===== src/rtl/fuzzy_cp_pkg.sv =====
// Shared types and helpers for the fuzzy coprocessor scheduler.
package fuzzy_cp_pkg;

  // Scheduler FSM states.
  typedef enum logic [2:0] {
    ST_IDLE   = 3'd0,
    ST_ISSUE  = 3'd1,
    ST_WAIT   = 3'd2,
    ST_SAMPLE = 3'd3,
    ST_RESP   = 3'd4
  } sched_state_t;

  // Largest result the coprocessor may legally return.
  localparam logic [7:0] G_MAX = 8'd100;

  // Clamp a 9-bit signed difference into the signed 8-bit range.
  function automatic logic [7:0] sat8(input logic signed [8:0] x);
    logic [7:0] r;
    if (x > 9'sd127) begin
      r = 8'h7f;
    end else if (x < -9'sd128) begin
      r = 8'h80;
    end else begin
      r = x[7:0];
    end
    return r;
  endfunction

endpackage


===== src/rtl/rr_arbiter.sv =====
// Circular one-hot priority pick: first requester at or after ptr wins.
module rr_arbiter #(
  parameter int NCH = 4,
  parameter int IW  = $clog2(NCH)
) (
  input  logic [NCH-1:0] req,
  input  logic [IW-1:0]  ptr,
  output logic [NCH-1:0] gnt,
  output logic [IW-1:0]  idx,
  output logic           any
);

  // rot[i] is the request of channel (ptr + i) mod NCH
  logic [NCH-1:0] rot;
  logic [IW-1:0]  off;
  logic [IW:0]    sum;

  assign rot = NCH'({req, req} >> ptr);

  // Lowest set bit of the rotated vector is the closest requester to ptr.
  always_comb begin
    off = '0;
    any = 1'b0;
    for (int i = NCH - 1; i >= 0; i--) begin
      if (rot[i]) begin
        off = IW'(i);
        any = 1'b1;
      end
    end
  end

  // Undo the rotation; the sum is below 2*NCH so one conditional subtract suffices.
  assign sum = {1'b0, ptr} + {1'b0, off};
  assign idx = (sum >= (IW+1)'(NCH)) ? IW'(sum - (IW+1)'(NCH)) : sum[IW-1:0];

  genvar gi;
  generate
    for (gi = 0; gi < NCH; gi++) begin : g_onehot
      assign gnt[gi] = any && (idx == IW'(gi));
    end
  endgenerate

endmodule


===== src/rtl/fuzzy_cp_scheduler.sv =====
// Shares one fuzzy coprocessor between NCH channels. Each channel keeps its own
// previous-T history here, so the coprocessor always runs with an external dT
// and its internal estimator never mixes streams.
module fuzzy_cp_scheduler
  import fuzzy_cp_pkg::*;
#(
  parameter int NCH          = 4,
  parameter int TIMEOUT      = 16,
  parameter int G_SAMPLE_DLY = 1
) (
  input  logic                    clk,
  input  logic                    rst,
  input  logic [NCH-1:0]          ch_req,
  input  logic [NCH*8-1:0]        ch_T,
  input  logic [NCH-1:0]          ch_reg_mode,
  input  logic [NCH-1:0]          ch_init,
  output logic [NCH-1:0]          ch_gnt,
  output logic                    rsp_valid,
  output logic [$clog2(NCH)-1:0]  rsp_ch,
  output logic [7:0]              rsp_G,
  output logic                    rsp_err,
  output logic                    busy,
  output logic                    cp_start,
  output logic                    cp_reg_mode,
  output logic                    cp_dt_mode,
  output logic                    cp_init,
  output logic [7:0]              cp_T,
  output logic [7:0]              cp_dT,
  input  logic                    cp_valid,
  input  logic [7:0]              cp_G
);

  localparam int IW = $clog2(NCH);
  localparam int WW = $clog2(TIMEOUT + 1);
  localparam logic [WW-1:0] WD_LIMIT = WW'(TIMEOUT);

  sched_state_t state_reg, state_next;

  logic [IW-1:0] rr_ptr_reg;
  logic [IW-1:0] job_ch_reg;
  logic [WW-1:0] wd_cnt_reg;

  // per-channel history
  logic [7:0] t_prev_reg    [NCH];
  logic       prev_vld_reg  [NCH];
  logic [7:0] t_prev_next   [NCH];
  logic       prev_vld_next [NCH];
  logic [7:0] t_ch          [NCH];

  logic [NCH-1:0] arb_gnt;
  logic [IW-1:0]  arb_idx;
  logic           arb_any;

  logic           grant_fire;
  logic           take_g;
  logic           wd_expire;
  logic [7:0]     sel_t;
  logic [7:0]     sel_prev;
  logic           sel_vld;
  logic [7:0]     dt_calc;
  logic [7:0]     g_clamped;
  logic [IW-1:0]  rr_ptr_next;

  logic           cp_start_reg;
  logic           cp_reg_mode_reg;
  logic [7:0]     cp_T_reg;
  logic [7:0]     cp_dT_reg;
  logic           rsp_valid_reg;
  logic           rsp_err_reg;
  logic [IW-1:0]  rsp_ch_reg;
  logic [7:0]     rsp_G_reg;

  rr_arbiter #(
    .NCH (NCH),
    .IW  (IW)
  ) u_arb (
    .req (ch_req),
    .ptr (rr_ptr_reg),
    .gnt (arb_gnt),
    .idx (arb_idx),
    .any (arb_any)
  );

  // A grant only happens from IDLE; reset suppresses it so the grant pulse is never lost.
  assign grant_fire = !rst && (state_reg == ST_IDLE) && arb_any;
  assign ch_gnt     = grant_fire ? arb_gnt : '0;

  // Result capture: either the cycle after cp_valid or cp_valid itself.
  assign take_g    = (state_reg == ST_SAMPLE) ||
                     ((G_SAMPLE_DLY == 0) && (state_reg == ST_WAIT) && cp_valid);
  // cp_valid on the final watchdog cycle still counts as a completion.
  assign wd_expire = (state_reg == ST_WAIT) && !cp_valid && (wd_cnt_reg == WD_LIMIT);

  assign g_clamped = (cp_G > G_MAX) ? G_MAX : cp_G;

  // Granted channel operands; an init in the grant cycle discards the old history.
  assign sel_t    = t_ch[arb_idx];
  assign sel_prev = t_prev_reg[arb_idx];
  assign sel_vld  = prev_vld_reg[arb_idx] && !ch_init[arb_idx];
  assign dt_calc  = sel_vld ? sat8($signed({sel_t[7], sel_t}) - $signed({sel_prev[7], sel_prev}))
                            : 8'd0;

  assign rr_ptr_next = (arb_idx == IW'(NCH - 1)) ? '0 : arb_idx + IW'(1);

  genvar gi;
  generate
    for (gi = 0; gi < NCH; gi++) begin : g_chan
      assign t_ch[gi] = ch_T[gi*8 +: 8];
      // A grant rewrites history (after any same-cycle init); a lone init just drops it.
      assign t_prev_next[gi]   = (grant_fire && arb_gnt[gi]) ? t_ch[gi] : t_prev_reg[gi];
      assign prev_vld_next[gi] = (grant_fire && arb_gnt[gi]) ? 1'b1 :
                                 (ch_init[gi] ? 1'b0 : prev_vld_reg[gi]);
    end
  endgenerate

  // Next-state logic for the job sequencer.
  always_comb begin
    state_next = state_reg;
    case (state_reg)
      ST_IDLE:   if (arb_any) state_next = ST_ISSUE;
      ST_ISSUE:  state_next = ST_WAIT;
      ST_WAIT: begin
        if (cp_valid) begin
          state_next = (G_SAMPLE_DLY != 0) ? ST_SAMPLE : ST_RESP;
        end else if (wd_cnt_reg == WD_LIMIT) begin
          state_next = ST_RESP;
        end
      end
      ST_SAMPLE: state_next = ST_RESP;
      ST_RESP:   state_next = ST_IDLE;
      default:   state_next = ST_IDLE;
    endcase
  end

  // Per-channel previous-T and history-valid flops.
  always_ff @(posedge clk) begin
    for (int i = 0; i < NCH; i++) begin
      if (rst) begin
        t_prev_reg[i]   <= 8'd0;
        prev_vld_reg[i] <= 1'b0;
      end else begin
        t_prev_reg[i]   <= t_prev_next[i];
        prev_vld_reg[i] <= prev_vld_next[i];
      end
    end
  end

  // FSM, job registers, watchdog and response registers.
  always_ff @(posedge clk) begin
    if (rst) begin
      state_reg       <= ST_IDLE;
      rr_ptr_reg      <= '0;
      job_ch_reg      <= '0;
      wd_cnt_reg      <= '0;
      cp_start_reg    <= 1'b0;
      cp_reg_mode_reg <= 1'b0;
      cp_T_reg        <= 8'd0;
      cp_dT_reg       <= 8'd0;
      rsp_valid_reg   <= 1'b0;
      rsp_err_reg     <= 1'b0;
      rsp_ch_reg      <= '0;
      rsp_G_reg       <= 8'd0;
    end else begin
      state_reg     <= state_next;
      cp_start_reg  <= grant_fire;
      rsp_valid_reg <= take_g || wd_expire;

      if (grant_fire) begin
        job_ch_reg      <= arb_idx;
        rr_ptr_reg      <= rr_ptr_next;
        cp_T_reg        <= sel_t;
        cp_dT_reg       <= dt_calc;
        cp_reg_mode_reg <= ch_reg_mode[arb_idx];
      end

      if (state_reg == ST_ISSUE) begin
        wd_cnt_reg <= WW'(1);
      end else if ((state_reg == ST_WAIT) && (wd_cnt_reg != WD_LIMIT)) begin
        wd_cnt_reg <= wd_cnt_reg + WW'(1);
      end

      if (take_g) begin
        rsp_ch_reg  <= job_ch_reg;
        rsp_G_reg   <= g_clamped;
        rsp_err_reg <= 1'b0;
      end else if (wd_expire) begin
        rsp_ch_reg  <= job_ch_reg;
        rsp_G_reg   <= 8'd0;
        rsp_err_reg <= 1'b1;
      end
    end
  end

  assign busy        = (state_reg != ST_IDLE);
  assign cp_start    = cp_start_reg;
  assign cp_reg_mode = cp_reg_mode_reg;
  assign cp_T        = cp_T_reg;
  assign cp_dT       = cp_dT_reg;
  assign cp_dt_mode  = 1'b0;
  assign cp_init     = 1'b0;
  assign rsp_valid   = rsp_valid_reg;
  assign rsp_ch      = rsp_ch_reg;
  assign rsp_G       = rsp_G_reg;
  assign rsp_err     = rsp_err_reg;

endmodule


===== config.mk =====
export PLATFORM = sky130hd
export DESIGN_NAME = fuzzy_cp_scheduler
export DESIGN_NICKNAME = d
export VERILOG_FILES = /design/src/rtl/fuzzy_cp_pkg.sv /design/src/rtl/rr_arbiter.sv /design/src/rtl/fuzzy_cp_scheduler.sv
export SDC_FILE = /design/constraint.sdc
export NUM_CORES = 1
export LEC_CHECK = 0
export ABC_CLOCK_PERIOD_IN_PS = 5300
export CAP_MARGIN = 20
export CORE_ASPECT_RATIO = 1.5
export CORE_MARGIN = 10
export CORE_UTILIZATION = 47
export CTS_BUF_LIST = sky130_fd_sc_hd__clkbuf_16
export DETAILED_ROUTE_END_ITERATION = 6
export PLACE_DENSITY = 0.88
export SETUP_SLACK_MARGIN = 0.3
export SKIP_CTS_REPAIR_TIMING = 1
export SLEW_MARGIN = 20
export SYNTH_ARGS = -nofsm -noshare
export SYNTH_HDL_FRONTEND = slang
export SYNTH_SLANG_ARGS = --single-unit

===== constraint.sdc =====
create_clock -name clk -period 5.3 [get_ports clk]
set_input_delay 1.06 -clock clk [delete_from_list [all_inputs] [get_ports clk]]
set_output_delay 1.06 -clock clk [all_outputs]
set_load 0.005 [all_outputs]

# [Yosys cells after proc, flatten, opt, wreduce, memory -nomap -nowiden]
# Memories as Yosys holds them, arrays and structs flattened.
# Index checks and enable logic that the tools add are counted.
[classes] eq_ne=18 reduce_logical=34 mux=55 n_div=0 n_addsub=5 bitwise_logic=9 shift=1 n_lt_le_gt_ge=6 mul=0
[ops] cell="$mux W8" count=16
[ops] cell="$mux W1" count=23
[ops] cell="$reduce_and A2 Y1" count=9
[ops] cell="$bmux W8 S2" count=1
[ops] cell="$mux W2" count=8
[ops] cell="$logic_and A1 B1 Y1" count=14
[ops] cell="$pmux W3 S4" count=1
[ops] cell="$ne A2 B2 Y1 const B" count=5
[ops] cell="$gt A9 B8 Y1 const B" count=1
[ops] cell="$lt A9 B8 Y1 const B" count=1
[ops] cell="$mux W3" count=3
[ops] cell="$sub A8 B8 Y9" count=1
[ops] cell="$gt A8 B7 Y1 const B" count=1
[ops] cell="$or A1 B1 Y1" count=8
[ops] cell="$shr A8 B2 Y4" count=1
[ops] cell="$eq A3 B2 Y1 const B" count=2
[ops] cell="$ge A3 B3 Y1 const B" count=2
[ops] cell="$add A5 B1 Y5 const B" count=1
[ops] cell="$eq A5 B5 Y1 const B" count=1
[ops] cell="$ne A5 B5 Y1 const B" count=1
[ops] cell="$bmux W1 S2" count=2
[ops] cell="$eq A2 B2 Y1 const B" count=2
[ops] cell="$mux W4" count=1
[ops] cell="$ne A1 B1 Y1 const B" count=4
[ops] cell="15 further kinds" count=19
[word_totals] wordCells=143 latchBits=0 in_bits=55 ram_bits=36 output_inout_bits=37 mem_count=2 reg_bits=42 romBits=0
[memory_table] name="t_prev_reg" words=4 word_bits=8 rd=1 rd_clocked_by_memory_dff=0 write_ports=4 line_no="fuzzy_cp_scheduler.sv:44" text="logic [7:0] t_prev_reg [NCH];"
[memory_table] name="prev_vld_reg" words=4 word_bits=1 rd=1 rd_clocked_by_memory_dff=0 write_ports=4 line_no="fuzzy_cp_scheduler.sv:45" text="logic prev_vld_reg [NCH];"

# [Logic depth before layout (Yosys ltp)]
# Gate-level depths: netlist (run 1).
[depth] word_depth=17 depth_mapped=21 depth_no_buf=19

# [Cells and area by module]
# Synthesis (run 1) repeated with hierarchy kept, for this count alone.
[hier_totals] hier_cells=400 area_unflattened_um2=4210.3
[modules_own_cells] mod="fuzzy_cp_scheduler" seq_area_each_um2=1921.8 instances=1 area_each_um2=3948.8 cells_per_inst=362
[modules_own_cells] mod="rr_arbiter" seq_area_each_um2=0.0 instances=1 area_each_um2=261.5 cells_per_inst=38

# [Worst setup path after synthesis (run 1)]
# Ideal clock, no wire load.
[synth_path] path_kind="input-to-reg" start="in ch_req[0]" end="reg cp_dT_reg[0] (netlist: cp_dT[0])" n_path_buf=3 slack_ns=0.128 t_required_ns=5.183 stages=17 arrival_ns=5.055 setup_time_ns=0.117 cell_sequence="buf_6 > nor2_1 > a221oi_1 > a31oi_1 > a211o_1 > ha_1 > clkbuf_1 > clkbuf_1 > mux4_2 > inv_1 > ha_1 > a21o_1 > a31o_2 > a221oi_1 > xnor2_1 > maj3_1 > a22o_1"
[synth_via] elab_chain_cells=17 elab_cells_between_ends=30 cone_classes="3 x add/sub; 3 x order compare; 1 x shift; 17 x mux; 1 x bitwise; 3 x reduce/logical; 2 x memory"
[synth_rtl] element="start, declared" line_no="fuzzy_cp_scheduler.sv:13" text="input logic [NCH-1:0] ch_req,"
[synth_rtl] element="$shr A8 B2 Y4 (*)" line_no="rr_arbiter.sv:18" text="assign rot = NCH'({req, req} >> ptr);"
[synth_rtl] element="$mux W2 (3 in a row)" line_no="rr_arbiter.sv:25" text="if (rot[i]) begin"
[synth_rtl] element="$mux W2 (*)" line_no="rr_arbiter.sv:25"
[synth_rtl] element="$add A2 B2 Y3 (*)" line_no="rr_arbiter.sv:33" text="assign sum = {1'b0, ptr} + {1'b0, off};"
[synth_rtl] element="$ge A3 B3 Y1 or $sub A2 B1 Y2 (tied branches)" line_no="rr_arbiter.sv:34" text="assign idx = (sum >= (IW+1)'(NCH)) ? IW'(sum - (IW+1)'(NCH)) : sum[IW-1:0];"
[synth_rtl] element="$mux W2 (*)" line_no="rr_arbiter.sv:34"
[synth_rtl] element="via arb_idx[0]" line_no="fuzzy_cp_scheduler.sv:51" text="logic [IW-1:0] arb_idx;"
[synth_rtl] element="$not A2 Y3 (implied by the code)" line_no="fuzzy_cp_scheduler.sv:97" text="assign sel_t = t_ch[arb_idx];"
[synth_rtl] element="$bmux W8 S2" line_no="fuzzy_cp_scheduler.sv:97"
[synth_rtl] element="$mux W8 (implied by the code) (2 in a row)" line_no="fuzzy_cp_scheduler.sv:97"
[synth_rtl] element="$sub A8 B8 Y9" line_no="fuzzy_cp_scheduler.sv:100" text="assign dt_calc = sel_vld ? sat8($signed({sel_t[7], sel_t}) - $signed({sel_prev[7], sel_prev}))"
[synth_rtl] element="$lt A9 B8 Y1" line_no="fuzzy_cp_pkg.sv:21" text="end else if (x < -9'sd128) begin"
[synth_rtl] element="$mux W8" line_no="fuzzy_cp_pkg.sv:21"
[synth_rtl] element="$mux W8" line_no="fuzzy_cp_pkg.sv:19" text="if (x > 9'sd127) begin"
[synth_rtl] element="$mux W8 (*)" line_no="fuzzy_cp_scheduler.sv:100"
[synth_rtl] element="end signal, assigned" line_no="fuzzy_cp_scheduler.sv:172" text="cp_dT_reg <= dt_calc;"
[synth_rtl] element="end, declared" line_no="fuzzy_cp_scheduler.sv:67" text="logic [7:0] cp_dT_reg;"
# The timed path passes the listed nets; every way through them passes the cells marked *. The select of a mux whose other input is x is not followed.
# A chain may end at the register's enable or synchronous reset.

# [Worst setup path after layout (run 1)]
[layout_path] start="in ch_req[1]" end="reg cp_dT_reg[0] (netlist: cp_dT[0])"
[layout_via] elab_chain_cells=17 elab_cells_between_ends=30 cone_classes="3 x add/sub; 3 x order compare; 1 x shift; 17 x mux; 1 x bitwise; 3 x reduce/logical; 2 x memory"
[layout_rtl] element="$shr A8 B2 Y4 (*)" line_no="rr_arbiter.sv:18"
[layout_rtl] element="$mux W2 (3 in a row)" line_no="rr_arbiter.sv:25"
[layout_rtl] element="$mux W2 (*)" line_no="rr_arbiter.sv:25"
[layout_rtl] element="$add A2 B2 Y3 (*)" line_no="rr_arbiter.sv:33"
[layout_rtl] element="$ge A3 B3 Y1 or $sub A2 B1 Y2 (tied branches)" line_no="rr_arbiter.sv:34"
[layout_rtl] element="$mux W2 (*)" line_no="rr_arbiter.sv:34"
[layout_rtl] element="$not A2 Y3 (implied by the code) (*)" line_no="fuzzy_cp_scheduler.sv:97"
[layout_rtl] element="$bmux W8 S2 (*)" line_no="fuzzy_cp_scheduler.sv:97"
[layout_rtl] element="$mux W8 (implied by the code) (*) (2 in a row)" line_no="fuzzy_cp_scheduler.sv:97"
[layout_rtl] element="via sel_t[5]" line_no="fuzzy_cp_scheduler.sv:57" text="logic [7:0] sel_t;"
[layout_rtl] element="$sub A8 B8 Y9 (*)" line_no="fuzzy_cp_scheduler.sv:100"
[layout_rtl] element="$lt A9 B8 Y1" line_no="fuzzy_cp_pkg.sv:21"
[layout_rtl] element="$mux W8" line_no="fuzzy_cp_pkg.sv:21"
[layout_rtl] element="$mux W8 (*)" line_no="fuzzy_cp_pkg.sv:19"
[layout_rtl] element="$mux W8 (*)" line_no="fuzzy_cp_scheduler.sv:100"
# Marks and branches as above.

==> results summary, run 1 <==
The run finished with clean final reports. The total wirelength of the detailed-routed design came out at 13.96 mm. The number of distinct library cell variants in the gate-level netlist after synthesis is 65.

The remaining antenna violation count after routing came out at 0. The count of antenna diodes in the layout came out at 0. The post-detailed-route DRC marker count is 0. The vertical extent of the die came out at 139.1 um. Across the VDD grid, the largest voltage drop is 888.4 uV. 92 I/O pins were placed. In this run the tool buffered the top-level ports with 89 buffer cells. In this run switching power makes up 41.16% of total power. OpenSTA, run right after detailed placement, puts the worst setup slack at -0.2491 ns. The multiplexer area fraction after synthesis is 5.884%. The number of global-route vias before repair came out at 4,205. In the post-synthesis netlist, the biggest area contributors are edfxtp_1 (24%), dfxtp_1 (19%), and2_1 (4.8%). The initial detailed-routing violation count came out at 275. The residual overflow from global routing came out at 0. The detail-routed net length per standard cell is 20.65 um. The number of nets at the end of the flow came out at 630. In this run, synthesis produced a sequential element count of 78. The synthesized cell area came out at 4444 um2. The type of element launching the critical path is an input pin. The max-capacitance violation count came out at 0. The final standard cell count with taps included and fillers excluded is 676. The number of flip-flops under the largest register name is 32. The clock reaches the later pin of the worst-skew pair after 0.35 ns.

The first detailed-routing pass took 5 iterations. The worst register-to-register path begins at rr_ptr_reg[0]$_SDFFE_PP0P_. The die area is 13,830 um2.

The first-pass GRT wire length is 21.02 mm. After Yosys synthesis, and, or, nand and nor cells account for 21.40% of the synthesized area. The critical path is of the in2reg type. The combined buffer and inverter count along the critical path is 4. Final hold analysis gives a worst-case slack of 0.4688 ns. Setup repair after global routing left no endpoint under its margin. The placeable core region came out at 9254 um2. For this block, the via count after detailed routing is 3,957. Counting the buffers created by CTS gives 9.

The number of enable flip-flop cells after synthesis is 36. After Yosys synthesis, XOR and XNOR cells account for 1.971% of the synthesized area. The most instantiated library cell after synthesis is dfxtp_1.

The mean cell area of the mapped netlist is 10.29 um2. The reg-to-reg setup timing slack is 0.76 ns. The slew of the pin with the lowest slew margin is 0.7563 ns. The clock share of power is 11.8%. The ratio of routed vias to standard cells came out at 5.854. The power per standard cell area is 750.6 nW/um2. The number of warnings issued by yosys came out at 0. The post-synthesis share of cell area spent on full adders, half adders and majority gates came out at 6.250%.

The leakage power figure came out at 2.514 nW. The portion of synthesized cell area occupied by the leading cell type came out at 24.32%. The total half-perimeter wirelength after legalization and detailed placement is 10.12 mm. The number of antenna violations at the first check in global routing came to 0. The area added between synthesis and finish came out at 39.95%. The total global routing track utilization came out at 19.02%. The number of H-tree levels is 3. In this run the power spent charging and discharging nets is 1.921 mW.

The headroom to the max-slew limit came out at 49.39%. The critical path goes through dlymetal6s2s_1 > buf_4 > a221oi_2 > a31oi_1 > a211o_1 > ha_4 > xor2_4 > nand3_4 > and2_4 > clkinv_8 > buf_6 > a211oi_4 > nor2_1 > ha_1 > a21o_1 > a31o_4 > a221oi_4 > xnor2_4 > maj3_1 > a22o_1. The cell count of the worst reg-to-reg path is 19. The final count of pins violating max slew is 0. The main combinational cell family by area after synthesis is simple AND/OR/NAND/NOR gates. Broken down by cell family, the worst path's largest delay share belongs to compound AO/OA/AOI/OAI gates. The number of cells in the design after placement came out at 653.

The library cell occupying the most area in the post-synthesis netlist is edfxtp_1. The clock-pin slew reported for the worst setup and hold paths after clock tree synthesis is 0.06 ns. The number of standard cells after synthesis came out at 432. The pin count of the biggest net entering global routing came out at 29. Along the worst path, the maximum fanout reaches 7. Setup slack closes at 0.4361 ns. Combinational logic burns 70.1% of the power. The setup violation total in the final timing report is 0.

Ranked by instance count, the synthesized netlist is headed by dfxtp_1 (42), nor2_1 (38), edfxtp_1 (36). The endpoint type of the worst setup path is a register. The placer's final routability congestion estimate came out at 0.8704.

The setup TNS after final layout is 0 ns. The share of total power dissipated in sequential elements is 18.1%. The number of rows in the core area came out at 43. At the worst endpoint, the required time is 5.54 ns.

The arrival time of the worst setup path came out at 5.10 ns. The post-route clock skew came out at 0.005829 ns. The highest cell delay on the worst timing path is 0.38 ns.

The clock root buffer master is clkbuf_16. The minimum period implied by the final worst setup slack is 4.864 ns. The starting density of the core is 48.03%. In the finished design, the share of the clock period the worst path needs comes to 91.77%. The synthesized netlist devotes 15.40% of its cell area to compound gates. The terminating pin of the worst hold path is cp_T[1]$_SDFFE_PP0P_. In this run the worst hold path is classified as reg2reg. The library cell contributing the largest single delay on the critical path is maj3_1. The post-synthesis sequential area ratio came out at 43.24%.

The startpoint identified for the worst hold timing path is cp_T[1]$_SDFFE_PP0P_. In the synthesized netlist the async set-or-reset flop fraction comes to 0%. The die is 99.40 um wide.

The maximum clock rate is 0.2056 GHz. The number of cells on the worst hold path is 2. TritonCTS built the clock tree.

The total clock sinks is 78. The internal power component is 2.747 mW. The worst flop-to-flop path endpoint is cp_dT[0]$_SDFFE_PP0P_. The ratio of cells with drive above 1 in the final layout is 20.57%.

The number of buffers on the longest clock path is 2. The post-route total power came out at 4.669 mW. The main flop type after synthesis is dfxtp_1. The hold violation total from the final report came out at 0.
## placed cells by master (no fill, tap or decap), types with 4 or more instances in the layout
cell type	n
clkdlybuf4s50_1	84
buf_4	49
dfxtp_1	42
nor2_1	36
edfxtp_1	36
and2_1	34
and3_1	22
inv_1	20
nor3_1	16
nand3_1	14
nand2_1	13
ha_1	13
a21oi_1	11
clkbuf_16	9
a22o_1	8
mux2i_1	7
a211oi_4	7
o21ai_0	7
o31ai_1	7
nor2b_1	6
a211oi_2	6
or3_1	6
maj3_1	6
mux4_2	5
or2_2	5
dlymetal6s2s_1	5
a211oi_1	4
nand4_1	4
o21ai_1	4
a22oi_1	4
xor2_1	4
## worst min-delay path, stage by stage (launching register included)
cell and delay (ns):
dfxtp_1 0.31, nand3_1 0.06, o21ai_1 0.06
## layout make-up
| type | count | area [um2] |
|---|---|---|
| well taps | 112 | 140.1 |
| repair buffers | 143 | 1345 |
| multi-input cells | 306 | 2464 |
| fillers | 652 | 3034 |
| clock buffers | 9 | 225.2 |
| flip-flops and latches | 78 | 1922 |
| clock inverters | 7 | 32.53 |
| inverters | 21 | 91.34 |
## layer usage
layer,GRT usage [%],vias to the layer above,part of all wire [%]
li1,-,1830,-
met1,18.76,1911,35
met2,34.83,184,55
met3,5.786,32,7.4
met4,8.706,0,2.9
met5,0,-,0
## worst max-delay path by stage
stage	from	endpoint	cells after the start
global route	ch_req[1]	cp_dT[5]$_SDFFE_PP0P_	22
CTS	ch_req[1]	ch_gnt[2]	14
detailed placement	ch_req[1]	cp_dT[0]$_SDFFE_PP0P_	19
finish	ch_req[1]	cp_dT[0]$_SDFFE_PP0P_	20
global placement	ch_req[1]	cp_dT[5]$_SDFFE_PP0P_	20
floorplan	ch_req[0]	cp_dT[0]$_SDFFE_PP0P_	17
## power groups by stage
| stage | sequential (mW) | clock [mW] | combinational [mW] |
|---|---|---|---|
| after floorplan | 0.820 | 0 | 1.78 |
| after global placement | 0.843 | 0 | 2.63 |
| after detailed placement | 0.851 | 0 | 2.72 |
| after CTS | 0.838 | 0.554 | 2.76 |
| after global routing | 0.857 | 0.585 | 3.53 |
| final | 0.845 | 0.551 | 3.27 |
## stage by stage
stage | cell area [um2] | util [%]
floorplan | 4467 | -
global placement | 5699 | 61.59
detailed placement | 5699 | 61.59
CTS | 5957 | 64.37
global route | 6220 | 67.21
finish | 6220 | 67.21
## cell families after synthesis
| family | count (synthesis) |
|---|---|
| AO/OA/AOI/OAI | 82 |
| adder cells (fa/ha/maj) | 23 |
| other | 1 |
| buffers and inverters | 49 |
| AND/OR/NAND/NOR | 174 |
| flip-flops | 78 |
| XOR/XNOR | 10 |
| multiplexers | 15 |
Power figures use the tool's default switching activity.
==> run 2: changes to the inputs <==
--- a/config.mk
+++ b/config.mk
@@ -12,7 +12,7 @@
 export CORE_UTILIZATION = 47
 export CTS_BUF_LIST = sky130_fd_sc_hd__clkbuf_16
 export DETAILED_ROUTE_END_ITERATION = 6
-export PLACE_DENSITY = 0.88
+export PLACE_DENSITY_LB_ADDON = 0.05
 export SETUP_SLACK_MARGIN = 0.3
 export SKIP_CTS_REPAIR_TIMING = 1
 export SLEW_MARGIN = 20
==> run 2 against run 1 <==
Compared with the run above: design area is 1.0% higher; clock power is 18% higher; clock skew hardly changed; first-iteration DRC count is 44% lower; final cell count stayed put; critical path depth is 6 lower; non-clock buffer count is 1 lower; fmax is 0.27% higher; core utilization is 0.69 points higher.
==> results summary, run 2 (same netlist as run 1, synthesis figures left out) <==
The die area was 13,830 um2 (unchanged). The number of cells on the worst hold path is 2 (unchanged). The topmost layer with routed signal wires is met4. The clock latency on the worst-skew pair came out at 0.34 ns (about the same). The number of flip-flops under the largest register name is 32 (unchanged). The initial detailed-routing violation count came to 153 (-44%). The detailed-route via count came to 3,874 (-2.1%). The number of antenna violations at the first check in global routing was 0 (unchanged). The clock root buffer master is clkbuf_16.

The post-route clock skew came out at 0.006247 ns (+0.0004183 ns). The library cell contributing the largest single delay on the critical path is clkdlybuf4s50_1. The worst setup path is captured at an output port.

The final count of pins violating max slew is 0 (unchanged). The critical path in this run is classified as in2out. The post-route total power came out at 4.729 mW (+1.3%). From synthesis to final layout, the design area changed by 41.39%.

The ratio of cells with drive above 1 in the final layout was 20.39% (-0.18 points). Setup repair after global routing left no endpoint under its margin. The power per standard cell area came out at 752.7 nW/um2 (+0.27%). The cell count of the worst reg-to-reg path came out at 21 (+2). The vertical extent of the die came to 139.1 um (unchanged). The total wirelength of the detailed-routed design is 13.42 mm (-3.9%).

The starting density of the core came out at 48.03% (unchanged). The cell type with the highest occurrence count on the critical path is buf_4. The maximum fanout count along the critical path came to 13 (+6). The total half-perimeter wirelength after legalization and detailed placement is 9.953 mm (-1.7%).

The minimum period implied by the final worst setup slack came to 4.851 ns (-0.01286 ns). The final worst slack came out at 0.4490 ns (+0.01286 ns). The number of rows in the core area is 43 (unchanged).

The count of antenna diodes in the layout is 0 (unchanged). The worst supply voltage drop on vdd is 675.1 uV (-24%). The pin count of the biggest net entering global routing came to 28 (-3.4%). The wire length on met1 came to 4.653 mm (-5.1%). The ratio of routed vias to standard cells came out at 5.731 (-2.1%). The remaining antenna violation count after routing is 0 (unchanged). The maximum clock rate is 0.2061 GHz (+0.27%).

The number of global-route vias before repair came out at 3,979 (-5.4%). The total met3 wirelength after detailed routing was 776 um (-25%). The min-delay analysis places its worst path in the category reg2reg. The worst setup slack after placement is -0.3140 ns (-0.06489 ns). The routed length on met2 came out at 7.529 mm (-1.1%). The die width is 99.40 um (unchanged).

The library cell used most frequently in the layout, excluding fill and tap cells, is clkdlybuf4s50_1. The leakage power figure is 2.555 nW (+1.6%). The placer's final routability congestion estimate came out at 0.8964 (+3.0%). The total global routing track utilization came out at 18.29% (-0.73 points). The final standard cell count with taps included and fillers excluded is 676 (unchanged). The post-route cell area is 6284 um2 (+1.0%). The max-capacitance violation count is 0 (unchanged).

The worst path required time is 4.24 ns (-1.30 ns). The setup violation total in the final timing report came to 0 (unchanged). The count of boundary I/O pins is 92 (unchanged). The detail-routed net length per standard cell is 19.85 um (-3.9%).

The number of detailed-route iterations in the first pass came out at 4 (-1). The residual overflow from global routing came to 0 (unchanged). The total clock buffers created by CTS came out at 9 (unchanged). The number of H-tree levels is 3 (unchanged). The number of buffers on the longest clock path is 2 (unchanged). The headroom to the max-slew limit came out at 45.10% (-4.3 points). The final cycle utilization of the critical path is 91.53% (-0.24 points). The highest cell delay on the worst timing path came to 0.53 ns (+0.15 ns). The total of fill cells in the finished design is 737 (+13%). STA classifies the critical path startpoint as an input pin. The placeable core region was 9254 um2 (unchanged). The flow ran to the end, and the final reports show no timing, DRC or antenna violations. The clock-pin slew reported for the worst setup and hold paths after clock tree synthesis came out at 0.06 ns (about the same). In the layout the commonest cells are clkdlybuf4s50_1 (84), buf_4 (46), dfxtp_1 (42), nor2_1 (37), edfxtp_1 (36). The count of port buffers added during placement was 89 (unchanged). The first-pass GRT wire length is 20.08 mm (-4.5%). The hold violation total from the final report is 0 (unchanged). The total clock sinks came out at 78 (unchanged). The post-detailed-route DRC marker count is 0 (unchanged). TritonCTS built the clock tree. The setup TNS after final layout came out at 0 ns (unchanged). The number of nets at the end of the flow is 630 (unchanged). The cell area after placement came out at 5757 um2 (+1.0%). The slew of the pin with the lowest slew margin is 0.8204 ns (+0.06410 ns).

The critical path goes through dlymetal6s2s_1 > buf_4 > a221oi_2 > a31oi_1 > a211o_1 > ha_4 > xnor2_4 > o21ai_4 > and2_4 > clkinv_8 > buf_4 > ha_1 > and3_1 > clkdlybuf4s50_1. The arrival time of the worst setup path came out at 3.79 ns (-1.31 ns). The number of cells in the design after placement is 654 (+0.15%).
-- run 2: changes by cell type in the layout (fill, tap and decap cells not counted), sizes merged --
cell,change
buf,-1
bufinv,+1
clkbuf,+1
inv,+1
clkinv,-3
nand3,+1
-- run 2: layout make-up --
class	count	area [um2]	area share [%]
Tap cell	112	140.1	2.230
Clock buffer	10	250.2	3.982
Multi-Input combinational cell	307	2432	38.71
Timing Repair Buffer	142	1389	22.10
Clock inverter	6	58.81	0.9359
Inverter	21	91.34	1.454
Sequential cell	78	1922	30.59
-- run 2: final timing paths --
| check | from | end | slack, ns |
|---|---|---|---|
| min reg2reg | cp_reg_mode$_SDFFE_PP0P_ | cp_reg_mode$_SDFFE_PP0P_ | 0.46 |
| max | ch_req[1] | ch_gnt[2] | 0.45 |
| min | cp_reg_mode$_SDFFE_PP0P_ | cp_reg_mode$_SDFFE_PP0P_ | 0.46 |
| max reg2reg | rr_ptr_reg[0]$_SDFFE_PP0P_ | cp_dT[6]$_SDFFE_PP0P_ | 0.81 |
-- run 2: where the power goes --
part | total, mW | switching [mW] | internal, mW
registers | 0.840 | 0.0716 | 0.768
clock network | 0.650 | 0.259 | 0.391
logic | 3.24 | 1.55 | 1.69
total | 4.73 | 1.88 | 2.85
-- run 2: stage by stage --
stage          hold slack (ns)  util [%]
2_1_floorplan           0.4357         -
3_3_place_gp            0.4443     62.21
3_5_place_dp            0.4509     62.21
4_1_cts                 0.4594     65.55
5_1_grt                 0.4789     67.90
6_report                0.4576     67.90
-- run 2: worst max-delay path: cells and delay by family --
family	cells	cell delay, ns
AND/OR/NAND/NOR	2	0.41
buffers and inverters	5	1.07
XOR/XNOR	1	0.19
AO/OA/AOI/OAI	4	0.69
adder cells (fa/ha/maj)	2	0.36
-- run 2: routing by layer --
layer	vias up	global-route usage, %
li1	1837	-
met1	1881	17.55
met2	122	34.90
met3	34	4.190
met4	0	8.630
met5	-	0
==> run 3: changes to the inputs <==
--- a/config.mk
+++ b/config.mk
@@ -5,11 +5,11 @@
 export SDC_FILE = /design/constraint.sdc
 export NUM_CORES = 1
 export LEC_CHECK = 0
-export ABC_CLOCK_PERIOD_IN_PS = 5300
+export ABC_CLOCK_PERIOD_IN_PS = 4790
 export CAP_MARGIN = 20
 export CORE_ASPECT_RATIO = 1.5
 export CORE_MARGIN = 10
-export CORE_UTILIZATION = 47
+export CORE_UTILIZATION = 52
 export CTS_BUF_LIST = sky130_fd_sc_hd__clkbuf_16
 export DETAILED_ROUTE_END_ITERATION = 6
 export PLACE_DENSITY_LB_ADDON = 0.05
==> constraint.sdc (replaced) <==
create_clock -name clk -period 4.79 [get_ports clk]
set_input_delay 0.958 -clock clk [delete_from_list [all_inputs] [get_ports clk]]
set_output_delay 0.958 -clock clk [all_outputs]
set_load 0.005 [all_outputs]
==> run 3 against run 2 <==
Compared with the run above: routed wire length grew 3.9%; global-route usage up 2.3 points; count of clock-buffer cells in the layout did not move; sequential power grew 11%; worst hold slack lost 0.0064 ns; total power grew 22%; critical path type is now in2reg; critical endpoint is now cp_dT[5]$_SDFFE_PP0P_; largest power group unchanged.
==> results summary, run 3 (same netlist as run 1, synthesis figures left out) <==
The flow ran to the end, and the final reports show no timing, DRC or antenna violations. The highest cell delay on the worst timing path came out at 0.36 ns (-0.17 ns). The worst register-to-register path ends at cp_dT[5]$_SDFFE_PP0P_. The pin count of the biggest net entering global routing is 28 (unchanged). The number of global-route vias before repair came out at 4,069 (+2.3%). The total global routing track utilization is 20.63% (+2.3 points). The starting density of the core is 53.15% (+5.1 points).

The headroom to the max-slew limit is 42.36% (-2.7 points). The total wirelength of the detailed-routed design came out at 13.95 mm (+3.9%). The power per standard cell area is 885.3 nW/um2 (+18%). The library cells used most frequently in the layout, excluding fill and tap cells, are clkdlybuf4s50_1 (82), buf_4 (72), dfxtp_1 (42), nor2_1 (36), edfxtp_1 (36).

The total clock buffers created by CTS came out at 9 (unchanged). The die width is 95.49 um (-3.9%). The ratio of cells with drive above 1 in the final layout came out at 26.70% (+6.3 points). The clock-pin slew reported for the worst setup and hold paths after clock tree synthesis is 0.06 ns (about the same). Setup repair after global routing could not meet its margin everywhere. The slew of the pin with the lowest slew margin came out at 0.8614 ns (+0.04099 ns). The worst path required time is 5.02 ns (+0.78 ns). The count of port buffers added during placement was 89 (unchanged). The number of flip-flops under the largest register name is 32 (unchanged). The worst hold path begins at cp_reg_mode$_SDFFE_PP0P_. The type of the setup path with the least slack is in2reg. STA classifies the critical path endpoint as a register. The path type of the worst min-delay path is reg2reg. The residual overflow from global routing came out at 0 (unchanged). The total clock sinks came out at 78 (unchanged). The first-pass GRT wire length is 20.47 mm (+1.9%).

The cell count of the worst reg-to-reg path is 22 (+4.8%). The total half-perimeter wirelength after legalization and detailed placement is 9.903 mm (-0.51%). The number of cells in the design after placement is 662 (+1.2%). The maximum clock rate is 0.2148 GHz. The minimum period implied by the final worst setup slack came out at 4.656 ns. The number of H-tree levels came out at 3 (unchanged). The number of detailed-route iterations in the first pass came out at 4 (unchanged).

The post-route clock skew is 0.006654 ns (+0.0004069 ns). The remaining antenna violation count after routing came out at 0 (unchanged). The final standard cell count with taps included and fillers excluded is 695 (+2.8%). The arrival time of the worst setup path is 4.89 ns (+1.10 ns).

The count of antenna diodes in the layout came out at 0 (unchanged). The count of boundary I/O pins is 92 (unchanged). The detail-routed net length per standard cell came out at 20.07 um (+1.1%). STA classifies the critical path startpoint as an input pin. The utilization of the core after routing is 77.67% (+9.8 points).

The detailed-route via count came out at 4,095 (+5.7%). The placeable core region was 8362 um2 (-9.6%). The number of nets at the end of the flow is 654 (+3.8%). The combined buffer and inverter count along the critical path came to 5 (unchanged). The number of rows in the core area is 41 (-4.7%).

The worst supply voltage drop on vdd came out at 836.7 uV (+24%). The number of cells on the worst hold path is 2 (unchanged). The number of antenna violations at the first check in global routing is 0 (unchanged). The final count of pins violating max slew came out at 0 (unchanged). The clock root buffer master is clkbuf_16. The library cell used most frequently in the layout, excluding fill and tap cells, is clkdlybuf4s50_1. The area added between synthesis and finish is 46.14%. The terminating pin of the worst hold path is cp_reg_mode$_SDFFE_PP0P_. The reg-to-reg setup timing slack was 0.21 ns (-0.60 ns). The max-capacitance violation count is 0 (unchanged). The startpoint identified for the worst register-to-register timing path is rr_ptr_reg[0]$_SDFFE_PP0P_. The largest individual stage delay along the critical path comes from the cell ha_1.

The final cycle utilization of the critical path came out at 97.20%. The critical path goes through buf_2 > a221oi_4 > a31oi_1 > a211o_1 > ha_4 > xor2_4 > nand3_4 > and2_4 > clkinv_8 > buf_12 > buf_4 > a211oi_2 > nor2_1 > ha_1 > o21ai_1 > a21oi_2 > buf_4 > o21a_1 > nor2_1 > xnor2_1 > maj3_2 > a22o_1. The maximum fanout count along the critical path is 6 (-7). The initial detailed-routing violation count was 301 (+97%). TritonCTS built the clock tree. The number of buffers on the longest clock path came to 2 (unchanged). Grouping stages by cell kind, the critical path spends the most delay in compound AO/OA/AOI/OAI gates. The hold violation total from the final report is 0 (unchanged). The setup violation total in the final timing report is 0 (unchanged).

The vertical extent of the die is 133.2 um (-4.2%). The leakage power figure came to 2.669 nW (+4.5%). The post-detailed-route DRC marker count is 0 (unchanged). The ratio of routed vias to standard cells is 5.892 (+2.8%). The placer's final routability congestion estimate is 0.8809 (-1.7%). The die area is 12,720 um2 (-8.0%).

The clock latency on the worst-skew pair came out at 0.34 ns (about the same).
==> run 3: through the flow <==
| stage | hold slack [ns] | setup TNS (ns) | power (mW) | setup WS, ns | area, um2 |
|---|---|---|---|---|---|
| floorplan | 0.4357 | 0 | 3.108 | 0.1251 | 4537 |
| global placement | 0.4445 | -3.290 | 4.166 | -0.3922 | 5838 |
| detailed placement | 0.4407 | -5.112 | 4.258 | -0.5795 | 5838 |
| CTS | 0.4494 | -2.455 | 4.932 | -0.3318 | 6125 |
| global route | 0.4948 | -0.003348 | 6.098 | -0.003348 | 6495 |
| finish | 0.4512 | 0 | 5.750 | 0.1343 | 6495 |
==> run 3: worst max path at each step <==
stage	slack (ns)	end	depth (start not counted)	from
after global routing	-0.003	cp_dT[5]$_SDFFE_PP0P_	23	ch_req[1]
after floorplan	0.13	cp_dT[2]$_SDFFE_PP0P_	20	ch_req[0]
after global placement	-0.39	cp_dT[6]$_SDFFE_PP0P_	20	ch_req[1]
after detailed placement	-0.58	cp_dT[5]$_SDFFE_PP0P_	20	ch_req[1]
after CTS	-0.33	ch_gnt[3]	14	ch_req[1]
final	0.13	cp_dT[5]$_SDFFE_PP0P_	22	ch_req[2]
==> run 3: final cells by class <==
class,instances,area [um2]
flip-flops and latches,78,1922
well taps,107,133.9
inverters,21,91.34
clock buffers,10,250.2
fillers,551,1867
clock inverters,6,36.28
repair inverters,1,8.758
multi-input cells,306,2532
repair buffers,166,1520
==> run 3: power breakdown <==
group          internal (mW)  total (mW)  switching [mW]
clock                  0.380       0.663           0.284
combinational           2.16        4.16            2.00
sequential             0.850       0.931          0.0804
==> run 3: metal layers <==
layer,vias to the layer above,global-route usage (%),wire [um]
met2,154,38.40,7701
li1,1875,-,-
met5,-,0,0
met4,0,10.28,563
met3,49,3.937,765
met1,2017,20.73,4918
==> run 3: worst reg2reg max path, stage by stage, from the launching register on <==
cell and delay (ns):
dfxtp_1 0.60, nor2_2 0.11, a221oi_4 0.28, a31oi_1 0.07
a211o_1 0.34, ha_4 0.20, xor2_4 0.19, nand3_4 0.11
and2_4 0.21, clkinv_8 0.08, buf_12 0.14, buf_4 0.14
a211oi_2 0.23, nor2_1 0.11, ha_1 0.36, o21ai_1 0.11
a21oi_2 0.22, buf_4 0.17, o21a_1 0.11, nor2_1 0.05
xnor2_1 0.16, maj3_2 0.32, a22o_1 0.19
